[config.mk]
export PLATFORM = sky130hd
export DESIGN_NAME = time_display_scan
export DESIGN_NICKNAME = d
export VERILOG_FILES = /design/src/rtl/time_display_scan_pkg.sv /design/src/rtl/time_display_scan_bin2bcd.sv /design/src/rtl/time_display_scan.sv
export SDC_FILE = /design/constraint.sdc
export NUM_CORES = 1
export LEC_CHECK = 0
export CORE_UTILIZATION = 51
export DETAILED_ROUTE_END_ITERATION = 8
export MAX_ROUTING_LAYER = met4
export PLACE_DENSITY = 0.76
export SKIP_LAST_GASP = 1
export SLEW_MARGIN = 20
export SYNTH_ARGS = -nofsm -noshare
export SYNTH_HDL_FRONTEND = slang
export SYNTH_HIERARCHICAL = 1
export SYNTH_SLANG_ARGS = --single-unit
[constraint.sdc]
create_clock -name clock -period 5.7 [get_ports clock]
set_input_delay 1.14 -clock clock [delete_from_list [all_inputs] [get_ports clock]]
set_output_delay 1.14 -clock clock [all_outputs]
set_load 0.02 [all_outputs]
[src/rtl/time_display_scan_pkg.sv]
// Shared constants and segment lookup for the HH:MM:SS scanned display.
package time_disp_pkg;

  localparam logic [3:0] DIG_DASH  = 4'hE;
  localparam logic [3:0] DIG_BLANK = 4'hF;
  localparam logic [5:0] HR_MAX    = 6'd23;
  localparam logic [5:0] MS_MAX    = 6'd59;

  typedef enum logic [2:0] {
    CONV_IDLE,
    CONV_HR,
    CONV_MIN,
    CONV_SEC,
    CONV_DONE
  } conv_state_t;

  // Active-high segments {g,f,e,d,c,b,a}; unused codes 10..13 stay dark.
  function automatic logic [6:0] seg_lookup(input logic [3:0] code);
    logic [6:0] s;
    case (code)
      4'd0:     s = 7'h3F;
      4'd1:     s = 7'h06;
      4'd2:     s = 7'h5B;
      4'd3:     s = 7'h4F;
      4'd4:     s = 7'h66;
      4'd5:     s = 7'h6D;
      4'd6:     s = 7'h7D;
      4'd7:     s = 7'h07;
      4'd8:     s = 7'h7F;
      4'd9:     s = 7'h6F;
      DIG_DASH: s = 7'h40;
      default:  s = 7'h00;
    endcase
    return s;
  endfunction

endpackage

[src/rtl/time_display_scan_bin2bcd.sv]
// Sequential binary-to-two-digit converter: subtracts 10 per cycle.
// start loads value/max; done pulses for one cycle once tens/units are valid.
module bin2bcd_seq
  import time_disp_pkg::*;
(
  input  logic       clock,
  input  logic       clear_n,
  input  logic       start,
  input  logic [5:0] value,
  input  logic [5:0] max,
  output logic [3:0] tens,
  output logic [3:0] units,
  output logic       done
);

  logic       busy;
  logic       over;
  logic [5:0] rem;
  logic [3:0] tcnt;

  always_ff @(posedge clock or negedge clear_n) begin
    if (!clear_n) begin
      busy  <= 1'b0;
      over  <= 1'b0;
      rem   <= '0;
      tcnt  <= '0;
      tens  <= '0;
      units <= '0;
      done  <= 1'b0;
    end else begin
      done <= 1'b0;
      if (start) begin
        busy <= 1'b1;
        over <= (value > max);
        rem  <= value;
        tcnt <= '0;
      end else if (busy) begin
        // Out-of-range fields skip the loop and show dashes.
        if (over) begin
          tens  <= DIG_DASH;
          units <= DIG_DASH;
          busy  <= 1'b0;
          done  <= 1'b1;
        end else if (rem >= 6'd10) begin
          rem  <= rem - 6'd10;
          tcnt <= tcnt + 4'd1;
        end else begin
          tens  <= tcnt;
          units <= rem[3:0];
          busy  <= 1'b0;
          done  <= 1'b1;
        end
      end
    end
  end

endmodule

[src/rtl/time_display_scan.sv]
// Snapshots sec/min/hr once per frame, converts to BCD and scans six
// seven-segment digits (HH MM SS); content changes only at frame start.
module time_display_scan
  import time_disp_pkg::*;
#(
  parameter int SCAN_DIV = 1000,
  parameter int SEG_POL  = 0
) (
  input  logic       clock,
  input  logic       clear_n,
  input  logic [5:0] sec,
  input  logic [5:0] min,
  input  logic [4:0] hr,
  input  logic       hold,
  input  logic       blank,
  output logic [6:0] seg,
  output logic [5:0] dig_en,
  output logic       frame_tick
);

  localparam logic [15:0] PRE_LAST = 16'(SCAN_DIV - 1);
  localparam logic        POL      = (SEG_POL != 0);

  logic [15:0] prescaler;
  logic [2:0]  idx;
  logic        frame_start;

  logic [4:0]  snap_hr;
  logic [5:0]  snap_min;
  logic [5:0]  snap_sec;

  logic [3:0]  work   [6];
  logic [3:0]  shadow [6];
  logic [3:0]  buffer [6];
  logic [3:0]  cur_code;

  conv_state_t conv_state;
  logic        conv_start;
  logic [5:0]  conv_value;
  logic [5:0]  conv_max;
  logic [3:0]  conv_tens;
  logic [3:0]  conv_units;
  logic        conv_done;

  assign frame_start = (prescaler == '0) && (idx == '0);

  always_ff @(posedge clock or negedge clear_n) begin
    if (!clear_n) begin
      prescaler <= '0;
      idx       <= '0;
    end else if (prescaler == PRE_LAST) begin
      prescaler <= '0;
      idx       <= (idx == 3'd5) ? 3'd0 : idx + 3'd1;
    end else begin
      prescaler <= prescaler + 16'd1;
    end
  end

  always_ff @(posedge clock or negedge clear_n) begin
    if (!clear_n) begin
      snap_hr  <= '0;
      snap_min <= '0;
      snap_sec <= '0;
      for (int i = 0; i < 6; i++) buffer[i] <= DIG_BLANK;
    end else if (frame_start) begin
      for (int i = 0; i < 6; i++) buffer[i] <= shadow[i];
      if (!hold) begin
        snap_hr  <= hr;
        snap_min <= min;
        snap_sec <= sec;
      end
    end
  end

  always_comb begin
    conv_value = {1'b0, snap_hr};
    conv_max   = HR_MAX;
    if (conv_state == CONV_MIN) begin
      conv_value = snap_min;
      conv_max   = MS_MAX;
    end else if (conv_state == CONV_SEC) begin
      conv_value = snap_sec;
      conv_max   = MS_MAX;
    end
  end

  bin2bcd_seq u_conv (
    .clock  (clock),
    .clear_n(clear_n),
    .start  (conv_start),
    .value  (conv_value),
    .max    (conv_max),
    .tens   (conv_tens),
    .units  (conv_units),
    .done   (conv_done)
  );

  // Field sequencer; conv_start is issued on entry so the value mux
  // already selects the field being converted.
  always_ff @(posedge clock or negedge clear_n) begin
    if (!clear_n) begin
      conv_state <= CONV_IDLE;
      conv_start <= 1'b0;
      for (int i = 0; i < 6; i++) begin
        work[i]   <= DIG_BLANK;
        shadow[i] <= DIG_BLANK;
      end
    end else begin
      conv_start <= 1'b0;
      case (conv_state)
        CONV_IDLE: begin
          if (frame_start) begin
            conv_state <= CONV_HR;
            conv_start <= 1'b1;
          end
        end
        CONV_HR: begin
          if (conv_done) begin
            work[0]    <= conv_tens;
            work[1]    <= conv_units;
            conv_state <= CONV_MIN;
            conv_start <= 1'b1;
          end
        end
        CONV_MIN: begin
          if (conv_done) begin
            work[2]    <= conv_tens;
            work[3]    <= conv_units;
            conv_state <= CONV_SEC;
            conv_start <= 1'b1;
          end
        end
        CONV_SEC: begin
          if (conv_done) begin
            work[4]    <= conv_tens;
            work[5]    <= conv_units;
            conv_state <= CONV_DONE;
          end
        end
        CONV_DONE: begin
          for (int i = 0; i < 6; i++) shadow[i] <= work[i];
          conv_state <= CONV_IDLE;
        end
        default: conv_state <= CONV_IDLE;
      endcase
    end
  end

  // At frame start the buffer is being reloaded, so read the incoming
  // shadow directly to keep digit 0 consistent with the rest of the frame.
  assign cur_code = frame_start ? shadow[idx] : buffer[idx];

  always_ff @(posedge clock or negedge clear_n) begin
    if (!clear_n) begin
      seg        <= {7{POL}};
      dig_en     <= {6{POL}};
      frame_tick <= 1'b0;
    end else begin
      frame_tick <= frame_start;
      if (blank) begin
        seg    <= {7{POL}};
        dig_en <= {6{POL}};
      end else begin
        seg    <= seg_lookup(cur_code) ^ {7{POL}};
        dig_en <= (6'b000001 << idx) ^ {6{POL}};
      end
    end
  end

endmodule

Yosys cells after proc, flatten, opt, wreduce, memory -nomap -nowiden
Memory sizes are Yosys's and may differ from the RTL's.
Cells that the tools add are included.
{"block": "totals", "register_bits": 147, "mem_bits_ro": 112, "inputBits": 21, "output_inout_bits": 14, "word_cells": 116, "memories": 1}
{"name": "(name not given)", "depth": 16, "word_bits": 7, "read_ports": 1, "rd_clocked_by_memory_dff": 0, "wr": 0, "line_no": "time_display_scan_pkg.sv:20", "source": "case (code)"}
{"block": "op_classes", "addsub": 4, "n_lt_le_gt_ge": 3, "eq_ne": 12, "n_shift": 1, "mux": 43, "bitwise_logic": 3, "reduce_logical": 14}
{"cell": "2-to-1 mux 6 bit", "count": 9}
{"cell": "2-to-1 mux 4 bit", "count": 13}
{"cell": "binary-select mux 4 bit (select 3 bit)", "count": 2}
{"cell": "adder 16 x 1 -> 16 bit (second input constant)", "count": 1}
{"cell": "equality test 16 x 10 -> 1 bit (second input constant)", "count": 1}
{"cell": "zero test 16 bit", "count": 1}
{"cell": "2-to-1 mux 16 bit", "count": 1}
{"cell": "2-to-1 mux 3 bit", "count": 5}
{"cell": "case mux 3 bit (4 select lines)", "count": 1}
{"cell": "2-to-1 mux 1 bit", "count": 10}
{"cell": "!= test 2 x 1 -> 1 bit (second input constant)", "count": 4}
{"cell": "AND reduction 2 bit", "count": 4}
{"cell": "2-to-1 mux 7 bit", "count": 1}
{"cell": "equality test 3 x 2 -> 1 bit (second input constant)", "count": 2}
{"cell": "equality test 3 bit (second input constant)", "count": 2}
{"cell": "greater-or-equal comparator 6 x 4 -> 1 bit (second input constant)", "count": 1}
{"cell": "greater-than comparator 6 bit", "count": 1}
{"cell": "zero test 3 bit", "count": 2}
{"cell": "AND reduction 3 bit", "count": 2}
{"cell": "<< shifter 1 x 3 -> 6 bit (first input constant)", "count": 1}
{"cell": "subtractor 6 x 4 -> 6 bit (second input constant)", "count": 1}
{"cell": "adder 4 x 1 -> 4 bit (second input constant)", "count": 1}
{"cell": "greater-or-equal comparator 4 bit (second input constant)", "count": 1}
{"cell": "!= test 2 bit (second input constant)", "count": 2}
{"cell": "other kinds (9)", "count": 11}

Longest topological paths before layout
An unclocked memory read counts as a cell.
{"block": "depth", "depth_word": 7, "depth_mapped": 12, "depth_no_buf": 11}

By module
Netlist, hierarchy kept.
{"module": "time_display_scan", "instances": 1, "cells_per_inst": 461, "area_each_um2": 5607.9, "seq_area_each_um2": 3243.1}
{"module": "bin2bcd_seq", "instances": 1, "cells_per_inst": 135, "area_each_um2": 1307.5, "seq_area_each_um2": 525.5}

Least setup slack after synthesis
Ideal clock, no wire load.
{"block": "synth_timing", "kind": "register to register", "startpoint": "reg prescaler[6]", "endpoint": "reg seg[6]", "setup_time_ps": 87, "arrival_time_ps": 2779, "required_time_ps": 5613, "setup_slack_ps": 2834, "stages_incl_launch_ff": 10, "path_buffers": 1, "period_less_slack_ps": 2866, "cell_sequence": "dfrtp_1 or4_4 or2_1 buf_6 a211oi_1 inv_1 ha_1 a2111oi_1 a211oi_2 a211oi_2"}
{"block": "synth_via", "elab_chain_len": 5}
{"element": "from (decl)", "line_no": "time_display_scan.sv:24", "source": "logic [15:0] prescaler;"}
{"element": "from (signal assigned)", "line_no": "time_display_scan.sv:55", "source": "prescaler <= prescaler + 16'd1;"}
{"element": "zero test 16 bit", "line_no": "time_display_scan.sv:45", "source": "assign frame_start = (prescaler == '0) && (idx == '0);"}
{"element": "logical AND 1 bit", "line_no": "time_display_scan.sv:45"}
{"element": "2-to-1 mux 4 bit", "line_no": "time_display_scan.sv:151", "source": "assign cur_code = frame_start ? shadow[idx] : buffer[idx];"}
{"element": "memory read (16 x 7 bit)"}
{"element": "2-to-1 mux 7 bit", "line_no": "time_display_scan.sv:160", "source": "if (blank) begin"}
{"element": "to (signal assigned)", "line_no": "time_display_scan.sv:155", "source": "seg <= {7{POL}};"}
{"element": "to (signal assigned)", "line_no": "time_display_scan.sv:161", "source": "seg <= {7{POL}};"}
{"element": "to (signal assigned)", "line_no": "time_display_scan.sv:164", "source": "seg <= seg_lookup(cur_code) ^ {7{POL}};"}
{"element": "to (decl)", "line_no": "time_display_scan.sv:16", "source": "output logic [6:0] seg,"}
No other way between the ends.
A chain may end at the register's enable or synchronous reset.

Final worst setup path
{"block": "layout_timing", "startpoint": "reg idx[0]", "endpoint": "reg seg[6]"}
{"block": "layout_via", "elab_chain_len": 7, "elab_cells_between_ends": 12, "classes_between": "mux: 8; bitwise: 1; reduce/logical: 2; memory: 1"}
{"element": "from (decl)", "line_no": "time_display_scan.sv:25", "source": "logic [2:0] idx;"}
{"element": "from (signal assigned)", "line_no": "time_display_scan.sv:53", "source": "idx <= (idx == 3'd5) ? 3'd0 : idx + 3'd1;"}
{"element": "NOT 3 -> 4 bit (implied by the code)", "line_no": "time_display_scan.sv:151"}
{"element": "binary-select mux 4 bit (select 3 bit)", "line_no": "time_display_scan.sv:151"}
{"element": "2-to-1 mux 4 bit (implied by the code) (2 in series)", "line_no": "time_display_scan.sv:151"}
{"element": "2-to-1 mux 4 bit *", "line_no": "time_display_scan.sv:151"}
{"element": "memory read (16 x 7 bit) *"}
{"element": "2-to-1 mux 7 bit *", "line_no": "time_display_scan.sv:160"}
Mark *: on every way between the ends. The rest lies on a longest branch, timed or not. The select of a mux whose other input is x is not followed.

==> results.txt <==
Busiest grt layer = met2
I/O pin total = 35
Final wirelength = 13000 um
CTS clk-pin slew, worst paths = 0.06 ns
CP Cell Sequence = mux4_2 -> nor3b_1 -> a211oi_1 -> inv_1 -> ha_1 -> a2111oi_1 -> a211oi_2 -> a211oi_2
Synth warn = 6
# resized after CTS = 0
Root Buffer = clkbuf_16
Crit path max-delay cell type = dfrtp_1
GRT met1 Usage = 24.3%
WS Path Type = flop to flop
DRC Markers = 0
Fin. Hold Viols = 0
PwrDens = 371 nW/um^2
Top cell by count, worst path = a211oi_2
Postcts setup bufs = 0
Die height = 118 um
Via Count = 4525
Top cells by area, synth = dfstp_2 27%, dfrtp_1 27%, mux2_2 7.8%, nand2_1 5.9%, ha_1 2.9%
Share of cells above drive strength 1 = 28.0%
Main synth FF type = dfrtp_1
Setup TNS = 0 ns
Post-synth EDFFs = 0
Die Wd = 118 um
Vias per cell = 5.53
Req. time, crit path = 6.04 ns
Crit. End Element = flop
Post-synthesis register bit count = 147
Crit path launch type = flop
Worst-Margin Slew = 0.945 ns
Fin nets = 667
Hold WC Path Type = flop to flop
Cell Area, Placed = 7380 um^2
Clock buffer count from CTS = 17
Die area = 14000 um^2
Total grt overflow = 0
H-tree levels = 4
Post-CTS Hold Fix Bufs = 0
P_leak = 3.50 nW
Routing usage on met3 = 5.79%
CP Max Fanout = 22
CP Buf/Inv Count = 1
Pre-Repair DR Iteration Count = 4
Crit path DAT = 3.90 ns
Sequential fraction of the synthesis area = 54.5%
Unrepaired setup endpoints after global routing = no
Post-synth ARST share = 100%
Synth Cell Area = 6920 um^2
FP Rows = 42
First-pass GRT wire length = 22200 um
CORE AREA = 13200 um^2
Non-filler instance count after layout = 819
Worst rel slew slack = 37.0%
Initial DRC Count = 261
TritonCTS clock tree = done
Final Cell Area = 8010 um^2
Most common cell in the netlist = nand2_1
Max rail drop VDD = 0.191 mV
Post-Route Skew = 0.00654 ns
Period minus WS final = 3.56 ns
Routed len/inst = 15.8 um
Worst skew pair latency = 0.43 ns
Dpl hpwl = 8840 um
Placed cell count = 787
GRT Overall Usage = 20.9%
Max frequency = 281 MHz
CP delay by family, top = compound AO/OA/AOI/OAI gates
Final period util = 62.4%
Max Cap Viol = 0
CTS sink count = 147
Status = complete, no violations
Post-route ant nets = 0
Count of different cell masters after synthesis = 68
Hold WS = 0.451 ns
Met2 Usage GRT = 34.3%
Initial antenna violation count = 0
Ant diodes = 0
Synth-to-layout area growth = 15.8%
Worst stage delay on the critical path = 0.96 ns
Setup Viol. Count Final = 0
Leading area contributor after synthesis = dfstp_2
GPL Wtd Cong = 0.869
IO buf count = 34
Final Slew Violations = 0
Mapped Cells = 596
Clk buf depth = 2
Syn_area_per_cell = 11.6 um^2
Share of the synthesized area in the top cell type = 27.4%
Number of global-route vias before repair = 4611
Largest net degree at the start of global routing = 110
Top cells by count, synth = 108 x nand2_1, 75 x dfrtp_1, 72 x dfstp_2, 48 x mux2_2, 30 x nor2_1
Starting Density = 52.2%
[through the flow]
step / setup slack (ns) / util, % / total power [mW]
floorplan: 2.83 / - / 1.67
detailed placement: 2.22 / 55.7 / 1.81
global route: 1.79 / 60.5 / 3.11
CTS: 2.13 / 60.5 / 2.99
global placement: 2.35 / 55.7 / 1.78
finish: 2.14 / 60.5 / 2.97
[registers in the layout, summed over array words and instances (netlist names), 5 cells and up]
signal / cells
snap_min: 6
snap_hr: 5
shadow: 24
snap_sec: 6
u_conv/rem: 6
prescaler: 16
seg: 7
buffer: 24
dig_en: 6
work: 24
[cells in the final DEF (no fill, tap or decap), types with 5 or more instances in the layout]
master	instances
a211oi_1	14
a21oi_1	9
and2_1	5
and3_1	5
clkbuf_16	20
clkdlybuf4s50_1	33
clkinv_2	5
dfrtp_1	75
dfstp_2	72
ha_1	16
inv_1	23
mux2_1	14
mux2_2	48
mux2i_1	13
mux4_2	8
nand2_1	108
nand3_1	13
nor2_1	30
nor2b_1	12
nor3_1	5
o21ai_0	14
xnor2_1	9
xor2_1	7
[final timing paths]
kind                                            start                 endpoint  slack (ns)  cells past startpoint
min in group asynchronous                     clear_n  prescaler[14]$_DFF_PN0_        0.82                      1
worst max register to register     idx[0]$_DFFE_PN0N_         seg[6]$_DFF_PN0_        2.14                      8
worst min-delay path            buffer[9]$_DFFE_PN1N_    buffer[9]$_DFFE_PN1N_        0.45                      2
worst max-delay path               idx[0]$_DFFE_PN0N_         seg[6]$_DFF_PN0_        2.14                      8
worst min register to register  buffer[9]$_DFFE_PN1N_    buffer[9]$_DFFE_PN1N_        0.45                      2
max in group asynchronous                     clear_n   buffer[16]$_DFFE_PN1N_        3.82                      2
[worst register-to-register path: cells and delay by family, from the launching register on]
| kind | cells | cell delay [ns] |
|---|---|---|
| compound gates | 4 | 1.29 |
| fa+ha+maj | 1 | 0.27 |
| buf+inv | 1 | 0.18 |
| flops | 1 | 0.96 |
| mux | 1 | 0.61 |
| simple gates | 1 | 0.17 |
[final cells by class]
type | count | area (um^2)
clock inverters | 8 | 91.3
well taps | 176 | 220
multi-input cells | 402 | 2930
fillers | 1051 | 5240
repair buffers | 38 | 372
flip-flops and latches | 147 | 3770
inverters | 24 | 90.1
clock buffers | 24 | 536
[cell families (layout without fill, tap and decap cells)]
group | count (synthesis) | count (layout) | share of synthesized area [%]
AO/OA/AOI/OAI | 73 | 73 | 8.11
XOR/XNOR | 16 | 16 | 2.03
adder cells (fa/ha/maj) | 16 | 16 | 2.89
buffers and inverters | 49 | 94 | 3.33
flip-flops | 147 | 147 | 54.5
multiplexers | 83 | 83 | 14.6
other | 1 | 3 | 0.0542
AND/OR/NAND/NOR | 211 | 211 | 14.5
[routing by layer]
metal | share of wire, % | wire (um)
met5 | 0 | 0
met1 | 43 | 5520
met4 | 2.2 | 290
met2 | 52 | 6710
met3 | 3.6 | 465
[report_power, final]
group,total [mW],switching [mW],internal (mW)
clock,1.16,0.419,0.742
sequential,1.37,0.133,1.24
combinational,0.431,0.228,0.204
total,2.97,0.780,2.19
(Power assumes the default switching activity.)
